==> src/rtl/title_screen_driver.sv <==
// VGA raster generator and title-screen sequencer feeding the DAC with registered RGB/sync.
// Optional SCANLINE_EN halves every RGB channel on odd visible lines.
module title_screen_driver #(
    parameter int unsigned H_VISIBLE      = 640,
    parameter int unsigned H_SYNC_START   = 656,
    parameter int unsigned H_SYNC_END     = 752,
    parameter int unsigned H_TOTAL        = 800,
    parameter int unsigned V_VISIBLE      = 480,
    parameter int unsigned V_SYNC_START   = 490,
    parameter int unsigned V_SYNC_END     = 492,
    parameter int unsigned V_TOTAL        = 525,
    parameter int unsigned BLINK_FRAMES   = 32,
    parameter int unsigned CONFIRM_FRAMES = 16
) (
    input  logic       Clk,
    input  logic       Reset_n,
    input  logic       pixel_en,
    input  logic       start_key,
    input  logic       game_over,
    input  logic       is_galaga,
    input  logic       is_press_start,
    output logic [9:0] DrawX,
    output logic [9:0] DrawY,
    output logic       VGA_HS,
    output logic       VGA_VS,
    output logic       VGA_BLANK_N,
    output logic [7:0] VGA_R,
    output logic [7:0] VGA_G,
    output logic [7:0] VGA_B,
    output logic       frame_start,
    output logic       game_start,
    output logic       title_active
);

    localparam int unsigned FrameW = $clog2(BLINK_FRAMES);
    localparam int unsigned ConfW  = $clog2(CONFIRM_FRAMES + 1);

    typedef enum logic [1:0] {StTitle, StConfirm, StGame} state_e;

    state_e              state_q, state_d;
    logic [FrameW-1:0]   frame_cnt_q, frame_cnt_d;
    logic [ConfW-1:0]    confirm_cnt_q, confirm_cnt_d;
    logic                sync1_q, sync2_q, key_prev_q;
    logic                start_edge, frame_tick, game_start_d, ps_visible;
    logic                visible, hs_d, vs_d;
    logic [7:0]          r_d, g_d, b_d;

    assign frame_tick = pixel_en && (DrawX == 10'(H_TOTAL - 1)) && (DrawY == 10'(V_TOTAL - 1));
    assign start_edge = sync2_q && !key_prev_q;
    assign title_active = (state_q != StGame);

    always_ff @(posedge Clk or negedge Reset_n) begin
        if (!Reset_n) begin
            DrawX <= '0;
            DrawY <= '0;
        end else if (pixel_en) begin
            if (DrawX == 10'(H_TOTAL - 1)) begin
                DrawX <= '0;
                DrawY <= (DrawY == 10'(V_TOTAL - 1)) ? '0 : DrawY + 10'd1;
            end else begin
                DrawX <= DrawX + 10'd1;
            end
        end
    end

    // Key synchronizer plus one extra flop for rising-edge detection.
    always_ff @(posedge Clk or negedge Reset_n) begin
        if (!Reset_n) begin
            sync1_q    <= 1'b0;
            sync2_q    <= 1'b0;
            key_prev_q <= 1'b0;
        end else begin
            sync1_q    <= start_key;
            sync2_q    <= sync1_q;
            key_prev_q <= sync2_q;
        end
    end

    always_ff @(posedge Clk or negedge Reset_n) begin
        if (!Reset_n) begin
            state_q       <= StTitle;
            frame_cnt_q   <= '0;
            confirm_cnt_q <= '0;
            frame_start   <= 1'b0;
            game_start    <= 1'b0;
        end else begin
            state_q       <= state_d;
            frame_cnt_q   <= frame_cnt_d;
            confirm_cnt_q <= confirm_cnt_d;
            frame_start   <= frame_tick;
            game_start    <= game_start_d;
        end
    end

    // Transitions override the frame-counter increment when both land on one Clk.
    always_comb begin
        state_d       = state_q;
        frame_cnt_d   = frame_tick ? frame_cnt_q + FrameW'(1) : frame_cnt_q;
        confirm_cnt_d = confirm_cnt_q;
        game_start_d  = 1'b0;
        case (state_q)
            StTitle: begin
                if (start_edge) begin
                    state_d       = StConfirm;
                    frame_cnt_d   = '0;
                    confirm_cnt_d = '0;
                end
            end
            StConfirm: begin
                if (frame_tick) begin
                    if (confirm_cnt_q == ConfW'(CONFIRM_FRAMES - 1)) begin
                        state_d      = StGame;
                        game_start_d = 1'b1;
                    end else begin
                        confirm_cnt_d = confirm_cnt_q + ConfW'(1);
                    end
                end
            end
            StGame: begin
                if (game_over) begin
                    state_d     = StTitle;
                    frame_cnt_d = '0;
                end
            end
            default: state_d = StTitle;
        endcase
    end

    always_comb begin
        if (state_q == StConfirm) begin
            ps_visible = !frame_cnt_q[1];
        end else begin
            ps_visible = (frame_cnt_q < FrameW'(BLINK_FRAMES / 2));
        end
        visible = (DrawX < 10'(H_VISIBLE)) && (DrawY < 10'(V_VISIBLE));
        hs_d    = !((DrawX >= 10'(H_SYNC_START)) && (DrawX < 10'(H_SYNC_END)));
        vs_d    = !((DrawY >= 10'(V_SYNC_START)) && (DrawY < 10'(V_SYNC_END)));
        r_d     = 8'h00;
        g_d     = 8'h00;
        b_d     = 8'h00;
        if (visible && (state_q != StGame)) begin
            if (is_galaga) begin
                r_d = 8'hFF;
            end else if (is_press_start && ps_visible) begin
                r_d = 8'hFF;
                g_d = 8'hFF;
                b_d = 8'hFF;
            end
        end
`ifdef SCANLINE_EN
        if (DrawY[0]) begin
            r_d = r_d >> 1;
            g_d = g_d >> 1;
            b_d = b_d >> 1;
        end
`endif
    end

    always_ff @(posedge Clk or negedge Reset_n) begin
        if (!Reset_n) begin
            VGA_HS      <= 1'b1;
            VGA_VS      <= 1'b1;
            VGA_BLANK_N <= 1'b0;
            VGA_R       <= 8'h00;
            VGA_G       <= 8'h00;
            VGA_B       <= 8'h00;
        end else if (pixel_en) begin
            VGA_HS      <= hs_d;
            VGA_VS      <= vs_d;
            VGA_BLANK_N <= visible;
            VGA_R       <= r_d;
            VGA_G       <= g_d;
            VGA_B       <= b_d;
        end
    end

endmodule

==> config.mk <==
export PLATFORM = sky130hd
export DESIGN_NAME = title_screen_driver
export DESIGN_NICKNAME = d
export VERILOG_FILES = /design/src/rtl/title_screen_driver.sv
export SDC_FILE = /design/constraint.sdc
export NUM_CORES = 1
export LEC_CHECK = 0
export ABC_AREA = 1
export CORE_AREA = 2 2 78 117
export CTS_BUF_LIST = sky130_fd_sc_hd__clkbuf_4 sky130_fd_sc_hd__clkbuf_8
export DETAILED_ROUTE_END_ITERATION = 12
export DIE_AREA = 0 0 80 119
export PLACE_DENSITY_LB_ADDON = 0.3
export SLEW_MARGIN = 20
export SYNTH_ARGS = -nofsm -noshare
export SYNTH_HDL_FRONTEND = slang
export SYNTH_SLANG_ARGS = --single-unit
==> constraint.sdc <==
create_clock -name Clk -period 3.36 [get_ports Clk]
set_input_delay 1.008 -clock Clk [delete_from_list [all_inputs] [get_ports Clk]]
set_output_delay 1.008 -clock Clk [all_outputs]
set_load 0.05 [all_outputs]
==> results by group, run 1 <==
Power and ir drop
  – NetSw: approximately 0.00055 W
  – Switching Fraction: roughly 39%
  – Clk pwr share: roughly a quarter
  – Internal power: 0.000839 W
  – Worst vdd ir: between 200 and 250 µV
  – Combinational power share: between 30% and 40%
  – Sequential Power Share: 44.7%
  – Power density over cell area: roughly 450 mW/mm²
  – Pleak: roughly 1.5 nW

Setup path
  – R2r worst-path depth: 11
  – CP Capture Type: primary output
  – Slowest-stage cell, CP: clkdlybuf4s50_1
  – CP peak stage delay: roughly 900 ps
  – WP buf/inv: 1
  – Worst-path maximum fanout: 17
  – Worst setup SP type: flip-flop
  – Critical Path RT: 2350 ps
  – WS Path Type: reg -> out
  – Stages on the worst setup path: 1
  – Critical Path AT: approximately 1800 ps
  – Kind of cell adding the most delay to the critical path: buffers and inverters
  – Crit-path cells: clkdlybuf4s50_1

Logic synthesis
  – Distinct cells, synth: 37
  – Sequential fraction of the synthesis area: 42.4%
  – Number of synthesized register bits: 42
  – Yosys warning total: 0
  – Syn Std Cell Area: approximately 0.0025 mm²
  – Top cells by area, synth: dfrtp_1 (40%), nand2_1 (8.5%), buf_4 (6.6%), inv_1 (5.6%), nor2_1 (4.1%)
  – Yosys top cell by area: dfrtp_1
  – Syn Area/Cell: 8.45 µm²
  – Mapped Cells: 294
  – Syn_nets: a little over 300
  – Synth top area share: 40.3%

STA
  – Shortest period the worst path allows: around 2800 ps
  – Tcrit/Tclk final: between 80% and 90%
  – Relative slew margins: between 30% and 40%
  – Maximum clock frequency: between 300 and 400 MHz
  – Setup TNS: 0 ps
  – Final setup fails: 0
  – Final Max Slew Viols: 0
  – Clk_skew: around 6.2 ps
  – RSZ-0062 raised after global routing: no
  – Final Hold Violating Endpoints: 0
  – Hold Slack: 356 ps
  – Slew of the pin with the lowest slew margin: approximately 960 ps

CTS
  – CTS Buf Count: 5
  – Htree depth: 2
  – CTS resizes: 0
  – Post-CTS Hold Fix Bufs: 0
  – Clock slew at reported path FFs: ~90 ps
  – Setup Buffers After CTS: 0
  – Num Clock Sinks: 42
  – CTS tree: yes
  – Worst skew pair latency: 300 ps
  – Clock buffer depth: 2
  – Root Buffer Master: clkbuf_8

Placement
  – RePlAce Congestion: around 0.8
  – Port Buffers: 56
  – DP Wirelength: about 4000 µm

Layout
  – Fin nets: 347
  – Commonest non-fill, non-tap cell in the layout: nand2_1
  – Area growth syn-to-layout: 24.3%
  – Diodes inserted: 0
  – Share of layout cells above drive strength 1: 11.1%
  – Most frequent cells in the layout: nand2_1 (56), clkdlybuf4s50_1 (55), dfrtp_1 (40)

Global route
  – GRT Total Usage: a little under an eighth
  – First-pass GRT wire length: about 9000 µm
  – Vias in the first global route: 1919
  – Largest net degree at the start of global routing: 43
  – Initial antenna violation count: 0
  – Congestion Overflow GR: 0

Floorplanning
  – Die H: approximately 120 µm
  – Area of the core: about 0.0086 mm²
  – Width of the chip: roughly 80 µm
  – # IOs: between 50 and 60
  – DIE AREA: between 0.009 and 0.01 mm²
  – Initial Utilization: around 29%
  – Cell row count: 42

Flow run
  – # Max-Cap Violations: 0

Status
  – Status: complete, no violations

Worst hold path
  – Worst hold path class: reg -> reg
  – Min-Delay Path Depth: 0

Detailed routing
  – DRT iter0 DRCs: between 80 and 90
  – Routed len/inst: approximately 12 µm
  – Vias: 1965
  – Final WL: about 5300 µm
  – Post-DR vias/cell: approximately 4.4
  – DRT Pass-1 Iters: 4
  – # DRC: 0
  – Antenna violation net count after detailed routing: 0
==> final cells by class <==
class                   count  area [µm²]
fillers                   919        5530
multi-input cells         187        1090
flip-flops and latches     42        1050
repair buffers             57         563
inverters                  40         150
well taps                 110         138
clock buffers               5        68.8
clock inverters             3        21.3
==> per-stage QoR <==
step / setup WS [ps] / cell area [µm²] / utilization, % / total power (W) / instances
after floorplan: 1200 / 2480 / - / 0.000918 / 294
after global placement: 759 / 3000 / 34.8 / 0.00106 / 436
after detailed placement: 753 / 3000 / 34.8 / 0.00106 / 436
after CTS: 476 / 3090 / 35.8 / 0.00141 / 444
after global routing: 406 / 3090 / 35.8 / 0.00147 / 444
final: 528 / 3090 / 35.8 / 0.00139 / 444
==> Yosys cell counts (all sizes together) <==
cell,n
nand2,61
dfrtp,40
inv,40
nor2,35
buf,25
o21ai,23
nand3,19
nand4,12
a21oi,7
ha,7
nor3,7
xor2,6
dfstp,2
or2,2
xnor2,2
a41oi,1
and3,1
nand3b,1
nor4,1
o21bai,1
o31ai,1
==> path summary, 6_finish.rpt <==
path	startpoint	to	slack [ps]
setup / recovery	VGA_B[6]$_DFFE_PN0P_	VGA_B[6]	530
hold / removal	sync1_q$_DFF_PN0_	sync2_q$_DFF_PN0_	360
setup reg to reg	DrawY[0]$_DFFE_PN0P_	confirm_cnt_q[1]$_DFFE_PN0P_	1550
hold reg to reg	sync1_q$_DFF_PN0_	sync2_q$_DFF_PN0_	360
max in group asynchronous	Reset_n	DrawY[8]$_DFFE_PN0P_	1910
min in group asynchronous	Reset_n	confirm_cnt_q[3]$_DFFE_PN0P_	850
==> cell families after synthesis <==
family                     count (synthesis)  share of synthesized area, %
buffers and inverters                     65                          13.5
adders and majority gates                  7                          3.52
DFF                                       42                          42.4
xor gates and xnor gates                   8                          2.82
and+or+nand+nor                          139                          30.1
AOI/OAI and AO/OA                         33                          7.65
==> sequential cells by signal, indices dropped and copies added (netlist names), 2 cells and up <==
| register | flops |
|---|---|
| DrawX | 10 |
| DrawY | 10 |
| confirm_cnt_q | 5 |
| frame_cnt_q | 5 |
| state_q | 2 |
==> power groups by stage <==
stage / clock network [W] / registers (W) / logic, W
2_1_floorplan: 0 / 0.000775 / 0.000143
3_3_place_gp: 0 / 0.000630 / 0.000429
3_5_place_dp: 0 / 0.000630 / 0.000432
4_1_cts: 0.000352 / 0.000620 / 0.000433
5_1_grt: 0.000372 / 0.000630 / 0.000463
6_report: 0.000339 / 0.000620 / 0.000427
==> per-layer routing <==
| layer | vias up | track usage (%) | wire length [µm] |
|---|---|---|---|
| li1 | 998 | - | - |
| met5 | - | 0 | 0 |
| met3 | 10 | 2.05 | 170 |
| met2 | 35 | 21.0 | 2760 |
| met4 | 0 | 4.45 | 99 |
| met1 | 922 | 14.2 | 2270 |
(Power assumes the default switching activity.)
==> run 2, diff against run 1 <==
==> constraint.sdc (replaced) <==
create_clock -name Clk -period 2.4 [get_ports Clk]
set_input_delay 0.72 -clock Clk [delete_from_list [all_inputs] [get_ports Clk]]
set_output_delay 0.72 -clock Clk [all_outputs]
set_load 0.05 [all_outputs]
==> results by group, run 2 (synthesized netlist as in run 1, its figures left out) <==
Setup path
  – Reg-to-reg setup timing slack: 640 ps (-910 ps)
  – CP peak stage delay: 840 ps (-60 ps)
  – Slowest-stage cell, CP: clkdlybuf4s50_1
  – Worst-path maximum fanout: 6 (-11)
  – Critical R2R Launch: DrawY[1]$_DFFE_PN0P_
  – Kind of cell adding the most delay to the critical path: buffers and inverters
  – Worst setup SP type: flip-flop
  – Critical Path AT: 1600 ps (-220 ps)
  – RR Endpoint: confirm_cnt_q[3]$_DFFE_PN0P_
  – R2r worst-path depth: 11 (unchanged)
  – Crit-path cells: clkdlybuf4s50_1
  – WP buf/inv: 1 (unchanged)
  – WS Path Type: reg -> out
  – CP Capture Type: primary output
  – Critical Path RT: 1680 ps (-670 ps)

Status
  – Status: complete, no violations

Detailed routing
  – Post-DR vias/cell: 4.51 (+2.0%)
  – Vias: 2022 (+2.9%)
  – DRT iter0 DRCs: 51 (-43%)
  – Antenna violation net count after detailed routing: 0 (unchanged)
  – Final WL: 5530 µm (+4.2%)
  – # DRC: 0 (unchanged)
  – DRT Pass-1 Iters: 4 (unchanged)
  – Met2 routed WL: 2940 µm (+6.5%)
  – DR WL met3: 167 µm (-1.8%)
  – Routed len/inst: 12.3 µm (+3.3%)
  – Uppermost layer routed: met4
  – Metal-1 WL: 2260 µm (-0.70%)

Floorplanning
  – DIE AREA: 0.00952 mm² (unchanged)
  – Width of the chip: 80 µm (unchanged)
  – Initial Utilization: 28.8% (unchanged)
  – Cell row count: 42 (unchanged)
  – Die H: 119 µm (unchanged)
  – Area of the core: 0.00862 mm² (unchanged)
  – # IOs: 57 (unchanged)

Placement
  – Placed Cells: 440 (+0.92%)
  – RePlAce Congestion: 0.924 (+17%)
  – Port Buffers: 56 (unchanged)
  – DP Wirelength: 4240 µm (+6.3%)

Worst hold path
  – Hold Path End: sync2_q$_DFF_PN0_
  – Worst Hold Launch: sync1_q$_DFF_PN0_
  – Worst hold path class: reg -> reg
  – Min-Delay Path Depth: 0 (unchanged)

STA
  – Clk_skew: 8.85 ps (+2.61 ps)
  – Setup TNS: 0 ps (unchanged)
  – Final Hold Violating Endpoints: 0 (unchanged)
  – Tcrit/Tclk final: 96.8%
  – Hold Slack: 358 ps (+1.33 ps)
  – Final Max Slew Viols: 0 (unchanged)
  – RSZ-0062 raised after global routing: no
  – Slew of the pin with the lowest slew margin: 555 ps (-405 ps)
  – Final setup fails: 0 (unchanged)
  – Shortest period the worst path allows: 2320 ps
  – Relative slew margins: 63.0% (+27 points)
  – Maximum clock frequency: about 430 MHz

Global route
  – GRT Total Usage: 12.6% (+0.71 points)
  – First-pass GRT wire length: 9340 µm (+3.5%)
  – Largest net degree at the start of global routing: 43 (unchanged)
  – Congestion Overflow GR: 0 (unchanged)
  – Initial antenna violation count: 0 (unchanged)
  – Vias in the first global route: 2006 (+4.5%)

CTS
  – Worst skew pair latency: 300 ps (about the same)
  – Clock buffer depth: 2 (unchanged)
  – Setup Buffers After CTS: 0 (unchanged)
  – Root Buffer Master: clkbuf_8
  – Htree depth: 2 (unchanged)
  – Num Clock Sinks: 42 (unchanged)
  – CTS Buf Count: 5 (unchanged)
  – Clock slew at reported path FFs: 80 ps (about the same)
  – CTS tree: yes

Layout
  – Commonest non-fill, non-tap cell in the layout: nand2_1
  – Fin nets: 351 (+1.2%)
  – Layout Utilization: 35.6% (-0.28 points)
  – Post-Layout Cell Count: 448 (+0.90%)
  – Most frequent cells in the layout: nand2_1 (56), dfrtp_1 (40), inv_1 (37)
  – Diodes inserted: 0 (unchanged)
  – Area growth syn-to-layout: 23.4%
  – Share of layout cells above drive strength 1: 19.5% (+8.4 points)
  – Largest regs: DrawX: 10 flops, DrawY: 10 flops
  – Fillers: 925 (+0.65%)

Flow run
  – # Max-Cap Violations: 0 (unchanged)

Power and ir drop
  – Tot Pwr: 0.00197 W (+42%)
  – Worst vdd ir: 333 µV (+44%)
  – Power density over cell area: 643 mW/mm² (+43%)
  – Pleak: 1.60 nW (+10%)
==> run 2: per-stage QoR <==
| step | worst slack, ps | area, µm² |
|---|---|---|
| after floorplan | 530 | 2480 |
| after global placement | 170 | 2970 |
| after detailed placement | 157 | 2970 |
| after CTS | 4.81 | 3060 |
| after global routing | 29.2 | 3070 |
| final | 77.3 | 3070 |
==> run 2: worst reg2reg max path, stage by stage, from the launching register on <==
cell and delay (ps):
dfrtp_1 450, inv_1 130, ha_1 180, nand2_1 60, nor2_1 150, nand4_2 210
inv_2 130, nand2_4 90, nand2_4 90, nand2_4 60, nand2_1 70, nand2_1 50
==> run 2: routing by layer <==
layer,GRT usage [%],up-vias
li1,-,1007
met1,14.4,965
met2,22.1,37
met3,2.27,13
met4,6.25,0
met5,0,-
==> run 2: how the worst max path moves through the flow <==
stage | from | to | cells after the start | slack, ps
2_1_floorplan | VGA_B[6]$_DFFE_PN0P_ | VGA_B[1] | 1 | 530
3_3_place_gp | pixel_en | DrawX[9]$_DFFE_PN0P_ | 8 | 170
3_5_place_dp | pixel_en | DrawX[9]$_DFFE_PN0P_ | 8 | 160
4_1_cts | VGA_R[6]$_DFFE_PN0P_ | VGA_R[1] | 1 | 5
5_1_grt | DrawY[3]$_DFFE_PN0P_ | DrawY[3] | 1 | 30
6_report | DrawY[8]$_DFFE_PN0P_ | DrawY[8] | 1 | 80
==> run 2: area by class of cell <==
class / instances / area, µm² / area share [%]
multi-input combinational: 187 / 1090 / 35.7
tap: 110 / 138 / 4.49
timing repair buffer: 61 / 532 / 17.3
inverter: 40 / 150 / 4.90
clock buffer: 8 / 97.6 / 3.18
sequential: 42 / 1050 / 34.4
==> run 2: report_power, final <==
part	leakage [nW]	internal [W]	switching, W
sequential	0.511	0.000778	0.0000931
clock	0.0523	0.000258	0.000244
combinational	1.04	0.000191	0.000409
total	1.60	0.00123	0.000746
==> run 2: repair_timing <==
item	CTS	global route
endpoints found under the setup margin	8	3
hold buffers	0	0
hold endpoints to repair	0	0
gates resized for setup	5	3
==> run 3, diff against run 2 <==
--- a/config.mk
+++ b/config.mk
@@ -10,7 +10,7 @@
 export CTS_BUF_LIST = sky130_fd_sc_hd__clkbuf_4 sky130_fd_sc_hd__clkbuf_8
 export DETAILED_ROUTE_END_ITERATION = 12
 export DIE_AREA = 0 0 80 119
-export PLACE_DENSITY_LB_ADDON = 0.3
+export PLACE_DENSITY = 0.58
 export SLEW_MARGIN = 20
 export SYNTH_ARGS = -nofsm -noshare
 export SYNTH_HDL_FRONTEND = slang
==> results by group, run 3 (synthesized netlist as in run 1, its figures left out) <==
Status
  – Status: complete, no violations

Layout
  – Share of layout cells above drive strength 1: 21.1% (+1.5 points)
  – Fin nets: 350 (-0.28%)
  – Fillers: 896 (-3.1%)
  – Final Cell Area: 0.00308 mm² (+0.61%)
  – Diodes inserted: 0 (unchanged)
  – Post-Layout Cell Count: 447 (-0.22%)
  – Area growth syn-to-layout: 24.1%
  – Commonest non-fill, non-tap cell in the layout: nand2_1
  – Most frequent cells in the layout: nand2_1 (56), dfrtp_1 (40), inv_1 (37)
  – Largest regs: DrawX: 10 flops, DrawY: 10 flops

Power and ir drop
  – Power density over cell area: 697 mW/mm² (+8.3%)
  – Clk pwr share: 31.4% (+6.0 points)
  – NetSw: 0.000762 W (+2.1%)
  – Sequential Power Share: 40.5% (-3.7 points)
  – Switching Fraction: 35.5% (-2.4 points)
  – Internal power: 0.00139 W (+13%)
  – Worst vdd ir: 327 µV (-1.7%)
  – Combinational power share: 28.1% (-2.3 points)
  – Pleak: 1.57 nW (-2.3%)

Floorplanning
  – Cell row count: 42 (unchanged)
  – Die H: 119 µm (unchanged)
  – Initial Utilization: 28.8% (unchanged)
  – Area of the core: 0.00862 mm² (unchanged)
  – Width of the chip: 80 µm (unchanged)
  – # IOs: 57 (unchanged)
  – DIE AREA: 0.00952 mm² (unchanged)

STA
  – Slew of the pin with the lowest slew margin: 550 ps (-5.04 ps)
  – Setup TNS: 0 ps (unchanged)
  – Final setup fails: 0 (unchanged)
  – Maximum clock frequency: 427 MHz (-0.92%)
  – Final Hold Violating Endpoints: 0 (unchanged)
  – RSZ-0062 raised after global routing: no
  – Hold Slack: 356 ps (-1.24 ps)
  – Shortest period the worst path allows: 2340 ps (+21.6 ps)
  – Relative slew margins: 63.4% (+0.34 points)
  – Clk_skew: 13.8 ps (+4.99 ps)
  – Final Max Slew Viols: 0 (unchanged)
  – Tcrit/Tclk final: 97.7% (+0.90 points)

Placement
  – RePlAce Congestion: 0.817 (-12%)
  – Placed Cells: 439 (-0.23%)
  – Total placed instance area: 0.00294 mm² (-0.76%)
  – Port Buffers: 56 (unchanged)
  – DP Wirelength: 4070 µm (-4.1%)

Setup path
  – Kind of cell adding the most delay to the critical path: buffers and inverters
  – R2r worst-path depth: 11 (unchanged)
  – Worst-path maximum fanout: 6 (unchanged)
  – WP buf/inv: 1 (unchanged)
  – Crit-path cells: clkdlybuf4s50_1
  – CP Capture Type: primary output
  – Critical Path AT: 1620 ps (+20 ps)
  – CP peak stage delay: 850 ps (about the same)
  – Worst setup SP type: flip-flop
  – WS Path Type: reg -> out
  – Stages on the worst setup path: 1 (unchanged)
  – Critical Path RT: 1680 ps (about the same)
  – Slowest-stage cell, CP: clkdlybuf4s50_1

Global route
  – Initial antenna violation count: 0 (unchanged)
  – Vias in the first global route: 1840 (-8.3%)
  – First-pass GRT wire length: 8810 µm (-5.7%)
  – Congestion Overflow GR: 0 (unchanged)
  – Largest net degree at the start of global routing: 43 (unchanged)
  – GRT Total Usage: 11.7% (-0.92 points)

Detailed routing
  – Vias: 1970 (-2.6%)
  – DRT iter0 DRCs: 55 (+7.8%)
  – DRT Pass-1 Iters: 4 (unchanged)
  – # DRC: 0 (unchanged)
  – Routed len/inst: 11.9 µm (-3.9%)
  – Antenna violation net count after detailed routing: 0 (unchanged)
  – Post-DR vias/cell: 4.41 (-2.4%)
  – Final WL: 5300 µm (-4.1%)

CTS
  – Num Clock Sinks: 42 (unchanged)
  – Clock slew at reported path FFs: 90 ps (about the same)
  – Setup Buffers After CTS: 0 (unchanged)
  – Worst skew pair latency: 300 ps (about the same)
  – Root Buffer Master: clkbuf_8
  – CTS tree: yes
  – Htree depth: 2 (unchanged)
  – Post-CTS Hold Fix Bufs: 0 (unchanged)
  – CTS resizes: 0 (-5)
  – Clock buffer depth: 2 (unchanged)
  – CTS Buf Count: 5 (unchanged)

Flow run
  – # Max-Cap Violations: 0 (unchanged)

Worst hold path
  – Worst hold path class: reg -> reg
  – Min-Delay Path Depth: 0 (unchanged)
run 3: path summary, 6_finish.rpt:
path,startpoint,end,slack [ps]
max,DrawY[0]$_DFFE_PN0P_,DrawY[0],60
min,sync1_q$_DFF_PN0_,sync2_q$_DFF_PN0_,360
max reg2reg,DrawY[0]$_DFFE_PN0P_,confirm_cnt_q[3]$_DFFE_PN0P_,610
min reg2reg,sync1_q$_DFF_PN0_,sync2_q$_DFF_PN0_,360
max in group asynchronous,Reset_n,DrawX[1]$_DFFE_PN0P_,1530
min in group asynchronous,Reset_n,DrawY[1]$_DFFE_PN0P_,490
run 3: per-stage QoR:
step	util [%]	power, W	setup slack, ps
after CTS	35.8	0.00218	31.8
after detailed placement	34.2	0.00150	151
after global placement	34.2	0.00149	119
after floorplan	-	0.00128	530
final	35.8	0.00215	55.6
after global routing	35.8	0.00227	2.29
run 3: final cells by class:
class	instances	area (µm²)	area share [%]
multi-input cells	187	1090	35.5
flip-flops and latches	42	1050	34.2
repair buffers	60	510	16.6
inverters	40	150	4.87
well taps	110	138	4.46
clock buffers	5	68.8	2.23
clock inverters	3	68.8	2.23
run 3: power groups by stage:
stage	sequential [W]	clock, W	combinational [W]
final	0.000870	0.000675	0.000604
after global routing	0.000884	0.000734	0.000655
after CTS	0.000874	0.000695	0.000611
after detailed placement	0.000887	0	0.000609
after global placement	0.000886	0	0.000603
after floorplan	0.00108	0	0.000200
run 3: worst register-to-register path, delay by kind of cell (launching register included):
family	cells	cell delay [ps]
fa+ha+maj	1	180
simple gates	8	790
buf+inv	2	240
flops	1	470
run 3: routing by layer:
metal | track usage [%] | wire (µm) | up-vias
met5 | 0 | 0 | -
met4 | 4.03 | 72 | 0
met3 | 2.20 | 148 | 6
met2 | 21.0 | 2810 | 40
met1 | 13.6 | 2270 | 914
li1 | - | - | 1010
